`src/rtl/iagc_sample_accumulator.sv`:
```
// Windowed magnitude accumulator for IAGC: averages |sample| over 2^AVG_LOG2 strobes and
// reports the window average, the window peak and the threshold flags at window end.
module iagc_sample_accumulator #(
  parameter int unsigned IAGC_STATUS_SIZE = 4,
  parameter int unsigned DATA_WIDTH       = 12,
  parameter int unsigned AVG_LOG2         = 4
) (
  input  logic                        i_clock,
  input  logic                        i_reset_n,
  input  logic [IAGC_STATUS_SIZE-1:0] i_iagc_status,
  input  logic                        i_gate,
  input  logic                        i_sample,
  input  logic [DATA_WIDTH-1:0]       i_data,
  input  logic [DATA_WIDTH-2:0]       i_thr_high,
  input  logic [DATA_WIDTH-2:0]       i_thr_low,
  output logic [DATA_WIDTH-2:0]       o_avg,
  output logic [DATA_WIDTH-2:0]       o_peak,
  output logic                        o_valid,
  output logic                        o_high,
  output logic                        o_low,
  output logic [AVG_LOG2:0]           o_count
);

  localparam int unsigned MagW = DATA_WIDTH - 1;
  localparam int unsigned AccW = MagW + AVG_LOG2;
  localparam int unsigned CntW = AVG_LOG2 + 1;

  localparam logic [CntW-1:0]             LastCnt   = CntW'((1 << AVG_LOG2) - 1);
  localparam logic [IAGC_STATUS_SIZE-1:0] StatReset = '0;
  localparam logic [IAGC_STATUS_SIZE-1:0] StatInit  = IAGC_STATUS_SIZE'(1);
  localparam logic [DATA_WIDTH-1:0]       MinNeg    = {1'b1, {(DATA_WIDTH-1){1'b0}}};

  logic [AccW-1:0] sum_q, sum_d;
  logic [MagW-1:0] peak_q, peak_d;
  logic [CntW-1:0] count_q, count_d;
  logic [MagW-1:0] avg_q, avg_d;
  logic [MagW-1:0] out_peak_q, out_peak_d;
  logic            valid_q, valid_d;
  logic            high_q, high_d;
  logic            low_q, low_d;

  logic [DATA_WIDTH-1:0] neg_data;
  logic [MagW-1:0]       mag;
  logic [AccW-1:0]       sum_new;
  logic [MagW-1:0]       peak_new;
  logic [MagW-1:0]       avg_new;
  logic                  clear;
  logic                  accept;
  logic                  last;

  // The most-negative code has no positive counterpart, so it saturates.
  always_comb begin
    neg_data = -i_data;
    if (i_data == MinNeg) begin
      mag = '1;
    end else if (i_data[DATA_WIDTH-1]) begin
      mag = neg_data[MagW-1:0];
    end else begin
      mag = i_data[MagW-1:0];
    end
  end

  assign clear    = (i_iagc_status == StatReset) || (i_iagc_status == StatInit) || !i_gate;
  assign accept   = i_sample && !clear;
  assign last     = accept && (count_q == LastCnt);
  assign sum_new  = sum_q + AccW'(mag);
  assign peak_new = (mag > peak_q) ? mag : peak_q;
  assign avg_new  = sum_new[AccW-1:AVG_LOG2];

  always_comb begin
    sum_d      = sum_q;
    peak_d     = peak_q;
    count_d    = count_q;
    avg_d      = avg_q;
    out_peak_d = out_peak_q;
    high_d     = high_q;
    low_d      = low_q;
    valid_d    = 1'b0;
    if (clear) begin
      sum_d   = '0;
      peak_d  = '0;
      count_d = '0;
      if (i_iagc_status == StatReset) begin
        avg_d      = '0;
        out_peak_d = '0;
        high_d     = 1'b0;
        low_d      = 1'b0;
      end
    end else if (last) begin
      sum_d      = '0;
      peak_d     = '0;
      count_d    = '0;
      avg_d      = avg_new;
      out_peak_d = peak_new;
      high_d     = avg_new > i_thr_high;
      low_d      = avg_new < i_thr_low;
      valid_d    = 1'b1;
    end else if (accept) begin
      sum_d   = sum_new;
      peak_d  = peak_new;
      count_d = count_q + 1'b1;
    end
  end

  always_ff @(posedge i_clock or negedge i_reset_n) begin
    if (!i_reset_n) begin
      sum_q      <= '0;
      peak_q     <= '0;
      count_q    <= '0;
      avg_q      <= '0;
      out_peak_q <= '0;
      valid_q    <= 1'b0;
      high_q     <= 1'b0;
      low_q      <= 1'b0;
    end else begin
      sum_q      <= sum_d;
      peak_q     <= peak_d;
      count_q    <= count_d;
      avg_q      <= avg_d;
      out_peak_q <= out_peak_d;
      valid_q    <= valid_d;
      high_q     <= high_d;
      low_q      <= low_d;
    end
  end

  assign o_avg   = avg_q;
  assign o_peak  = out_peak_q;
  assign o_valid = valid_q;
  assign o_high  = high_q;
  assign o_low   = low_q;
  assign o_count = count_q;

endmodule

```
`config.mk`:
```
export PLATFORM = sky130hd
export DESIGN_NAME = iagc_sample_accumulator
export DESIGN_NICKNAME = d
export VERILOG_FILES = /design/src/rtl/iagc_sample_accumulator.sv
export SDC_FILE = /design/constraint.sdc
export NUM_CORES = 1
export LEC_CHECK = 0
export BUFFER_PORTS_ARGS = -buffer_cell sky130_fd_sc_hd__buf_2
export CAP_MARGIN = 15
export CORE_UTILIZATION = 57
export CTS_CLUSTER_SIZE = 40
export DETAILED_ROUTE_END_ITERATION = 6
export PLACE_DENSITY = 0.81
export SYNTH_ARGS = -nofsm -noshare
export SYNTH_HDL_FRONTEND = slang
export SYNTH_SLANG_ARGS = --single-unit
export TNS_END_PERCENT = 30
```
`constraint.sdc`:
```
create_clock -name i_clock -period 3.9 [get_ports i_clock]
set_input_delay 0 -clock i_clock [delete_from_list [all_inputs] [get_ports i_clock]]
set_output_delay 0 -clock i_clock [all_outputs]
set_load 0.05 [all_outputs]
```
==> results <==
- The first-pass iteration count of the detailed router is 5.
- The proportion of register bits with asynchronous set or reset after synthesis is 100%.
- The CTS clock-pin slew for the worst setup and hold paths is 100 ps.
- The maximum operating frequency is between 200 and 300 MHz.
- The floorplan step set the die width to 86.5 um.
- The power per cell area is between 300 and 400 nW/um2.
- The critical path's slowest cell is sky130_fd_sc_hd__or4_4.
- For this run, design rule violations remaining after detail routing come to 0.
- Detailed placement finished with a half-perimeter wire length of just under 8000 um.
- The biggest area contributor in the post-synthesis netlist is sky130_fd_sc_hd__dfrtp_1.
- The worst path uses between 90 and 100% of the clock period.
- The final design instance area without fill is 4800 um2.
- The number of global-route vias before repair came to between 3000 and 4000.
- The final layout contains routed wiring with a total length of slightly above 10000 um.
- The tool flagged a number of max-cap violations equal to 0.
- The I/O pin count is a little over 70.
- Across every metal layer, demand over resource in global routing totals ~30%.
- The maximum buffer depth of the clock tree is 2.
- Synthesis produced a netlist whose cell count is ~440.
- The first global-routing pass estimated approximately 17000 um of wire.
- The category of the worst setup path launch point is an input port.
- The start point of the worst min-delay path is i_sample.
- The net count after synthesis is approximately 530.
- The count of synthesis-stage warnings from yosys is 0.
- Post-CTS timing repair inserted 0 buffers for setup.
- Headroom to the max-slew limit came out at 29.7%.
- The clock skew is about 6.5 ps.
- The kind of cell with the highest combined delay along the critical path is simple AND/OR/NAND/NOR gates.
- The required time of the critical path is a little over 4000 ps.
- The final-report hold violation count is 0.
- STA classifies the critical path endpoint as a register.
- The detailed router finished its first iteration with 200 violations.
- The final setup violation count is 0.
- The post-synthesis instance area is 4070 um2.
- The antenna diode count is 0.
- The analysis attributes to cell leakage a power of 0.00247 uW.
- The path with the worst hold slack has its endpoint at o_count[1].
- Global routing finished with a remaining overflow of 0.
- The run finished with clean final reports.
- The arrival time of data at the critical path endpoint is roughly 3800 ps.
- In this run the vertical extent of the chip is between 80 and 90 um.
- In this run the core area contains 30 standard-cell rows.
- The worst min-delay path category is in -> reg.
- The number of cells on the worst reg-to-reg path is 14.
- The final layout contains between 600 and 700 nets.
- Summing internal, switching and leakage power gives approximately 1800 uW.
- The average routed wire per standard cell is between 15 and 20 um.
- In this run, synthesis produced a sequential element count of 56.
- In this run the critical register-to-register path is captured at o_high.
- The die covers around 7500 um2.
- Across all register-to-register paths, the minimum setup slack is slightly above 600 ps.
- The area added between synthesis and finish is 18.0%.
- The final number of max-transition violations is 0.
- The post-detailed-placement cell area is about 4700 um2.
- Buffers inserted during clock tree synthesis total 5.
- Buffers placed on the I/O ports in this run total 71.
- The initial utilization of the core area, before any placement, comes to between 50 and 60%.
- The largest single stage delay on the critical path is roughly 540 ps.
- After synthesis, the netlist uses 61 different library cells.
- The core footprint is 6830 um2.
- The ratio of cells with drive above 1 in the final layout is a little under a quarter.
- Before CTS, the worst setup slack after placement is between 9 and 10 ps.
- The H-tree was split into 2 levels.
- The maximum VDD drop is approximately 220 uV.
- After layout, the minimum clock period comes to approximately 3600 ps.
- Detailed routing inserted a total of approximately 3700 vias.
- Setup repair after global routing could not meet its margin everywhere.
- The number of synthesized flops with an enable pin is 0.
- The maximum number of pins on one net before global-route repair is 57.
- Together, buffers and inverters on the worst path number 1.
- At the later pin of the worst-skew pair, clock insertion delay measures 300 ps.
- The post-route worst setup slack is roughly 280 ps.
- The buffer type at the clock tree root is sky130_fd_sc_hd__clkbuf_8.
- The count of cells along the worst hold path is 3.
- The TritonCTS clock tree is built.
- Summing the sequential cell areas from Yosys gives around a third of the chip area.
- The initial antenna violation count came to 0.
- For this run, the leading register cell type out of synthesis is sky130_fd_sc_hd__dfrtp_1.
- The count of nets left with antenna violations once routing finished came out at 0.
- The worst flop-to-flop path startpoint is sum_q[0].
- The type of the worst setup path is in -> reg.
- CTS saw 56 sinks.
- The critical path goes through buf_2, or4_4, o41ai_2, xor2_1, nand2_1, ha_1, a21o_1, a31oi_1, nand2_1, or4_1, o211ai_1, ha_1, a21oi_1, o21ai_0, or3_1, a31oi_1, o21bai_1, a21oi_1.
- Sorting the synthesized cells by area gives the leading types as sky130_fd_sc_hd__dfrtp_1, sky130_fd_sc_hd__ha_1, sky130_fd_sc_hd__a22o_1.
- In this run the worst path has a maximum fanout of 4.
- Routability-driven placement finished with a final weighted congestion of slightly below 0.9.
- In the routed layout, each cell is associated on average with a via count of 5.87.
- The transition time at the pin with the least slew margin is approximately 1100 ps.
- The fraction of synthesized cell area taken by the top area cell type is about 34%.
- The post-synthesis average cell area is between 9 and 10 um2.
## report_power, final
part,internal [uW],switching (uW)
clock network,185,179
registers,629,39.4
logic,325,488
## synth_stat cells (2+ instances only)
cell type	n
sky130_fd_sc_hd__nor2_2	2
sky130_fd_sc_hd__nand3_1	11
sky130_fd_sc_hd__a211oi_1	2
sky130_fd_sc_hd__clkbuf_1	9
sky130_fd_sc_hd__nand2_1	34
sky130_fd_sc_hd__o31ai_1	8
sky130_fd_sc_hd__nand4_1	10
sky130_fd_sc_hd__a21o_1	5
sky130_fd_sc_hd__buf_2	5
sky130_fd_sc_hd__o21ai_0	20
sky130_fd_sc_hd__ha_1	46
sky130_fd_sc_hd__dfrtp_1	56
sky130_fd_sc_hd__xnor2_1	7
sky130_fd_sc_hd__nor4_1	2
sky130_fd_sc_hd__or4_1	2
sky130_fd_sc_hd__xor2_1	8
sky130_fd_sc_hd__nor2_1	22
sky130_fd_sc_hd__o22ai_1	3
sky130_fd_sc_hd__o41ai_2	2
sky130_fd_sc_hd__a31oi_1	7
sky130_fd_sc_hd__a22o_1	27
sky130_fd_sc_hd__o31a_1	2
sky130_fd_sc_hd__nor2b_1	5
sky130_fd_sc_hd__or3_1	5
sky130_fd_sc_hd__o211ai_1	6
sky130_fd_sc_hd__nand4b_1	2
sky130_fd_sc_hd__o41ai_1	4
sky130_fd_sc_hd__a21oi_1	22
sky130_fd_sc_hd__inv_1	44
sky130_fd_sc_hd__o21bai_1	2
sky130_fd_sc_hd__nand3b_1	3
sky130_fd_sc_hd__nand2b_1	5
sky130_fd_sc_hd__o21a_1	3
sky130_fd_sc_hd__a211oi_2	2
sky130_fd_sc_hd__a32o_1	4
sky130_fd_sc_hd__and3_1	2
sky130_fd_sc_hd__mux2i_1	8
sky130_fd_sc_hd__nor3_1	9
## routing by layer
layer,GRT usage (%),vias to the layer above,wire length [um],part of all wire (%)
li1,-,1799,-,-
met1,40.4,1749,4670,46
met2,49.8,108,4930,49
met3,3.33,11,438,4.3
met4,7.12,0,119,1.2
met5,0,-,0,0
## tightest hold or removal path, cell delays in order
cell	delay, ps
sky130_fd_sc_hd__buf_2	160
sky130_fd_sc_hd__mux2i_1	160
sky130_fd_sc_hd__nor2_1	60
## per-stage QoR
step	hold WS, ps	setup TNS (ps)	instances	util [%]
6_report	109	0	625	70.2
5_1_grt	108	-7.94	625	70.2
4_1_cts	105	0	624	70.0
3_5_place_dp	189	0	617	68.4
3_3_place_gp	174	0	617	68.4
2_1_floorplan	-296	0	439	-
## final cells by class
class / count / area, um2
clock buffer: 5 / 68.8
clock inverter: 1 / 30.0
fill: 564 / 2030
inverter: 44 / 165
multi-input combinational: 323 / 2440
sequential: 56 / 1400
tap: 96 / 120
timing repair buffer: 100 / 576
## layout by cell type, fill, tap and decap left out, drive strengths merged, types with 7 or more instances in the layout
cell   count
a21oi     23
a22o      27
a31oi      8
buf       98
dfrtp     56
ha        46
inv       44
mux2i      8
nand2     34
nand3     11
nand4     10
nor2      24
nor3      10
o21ai     22
o31ai      9
xnor2      7
xor2       8
## kinds of logic (layout without fill, tap and decap cells)
group / after synthesis / after routing / share of synthesized area [%]
and+or+nand+nor: 122 / 122 / 15.5
muxes: 8 / 8 / 1.97
buffers and inverters: 60 / 150 / 5.79
AOI/OAI and AO/OA: 131 / 131 / 24.4
DFF: 56 / 56 / 34.5
xor gates and xnor gates: 15 / 15 / 3.23
adders and majority gates: 47 / 47 / 14.7
## state kept, by name, indices dropped and copies added (netlist names)
signal,count
o_low,1
o_high,1
o_valid,1
sum_q,15
o_avg,11
o_count,5
o_peak,11
peak_q,11
## repair_timing
item	4_1_cts	5_1_grt
endpoints found under the setup margin	0	2
resized for setup	0	1
hold buffers	1	0
endpoints found under the hold margin	56	0
## how the worst max path moves through the flow
stage	from	endpoint	slack, ps	cells after the start
after floorplan	i_data[0]	o_low	260	20
final	i_data[2]	o_low	280	18
after global placement	i_data[2]	o_low	120	18
after CTS	i_data[2]	o_low	320	18
after detailed placement	i_data[2]	o_low	10	18
after global routing	i_data[1]	o_high	-8	20
(Power assumes the default switching activity.)
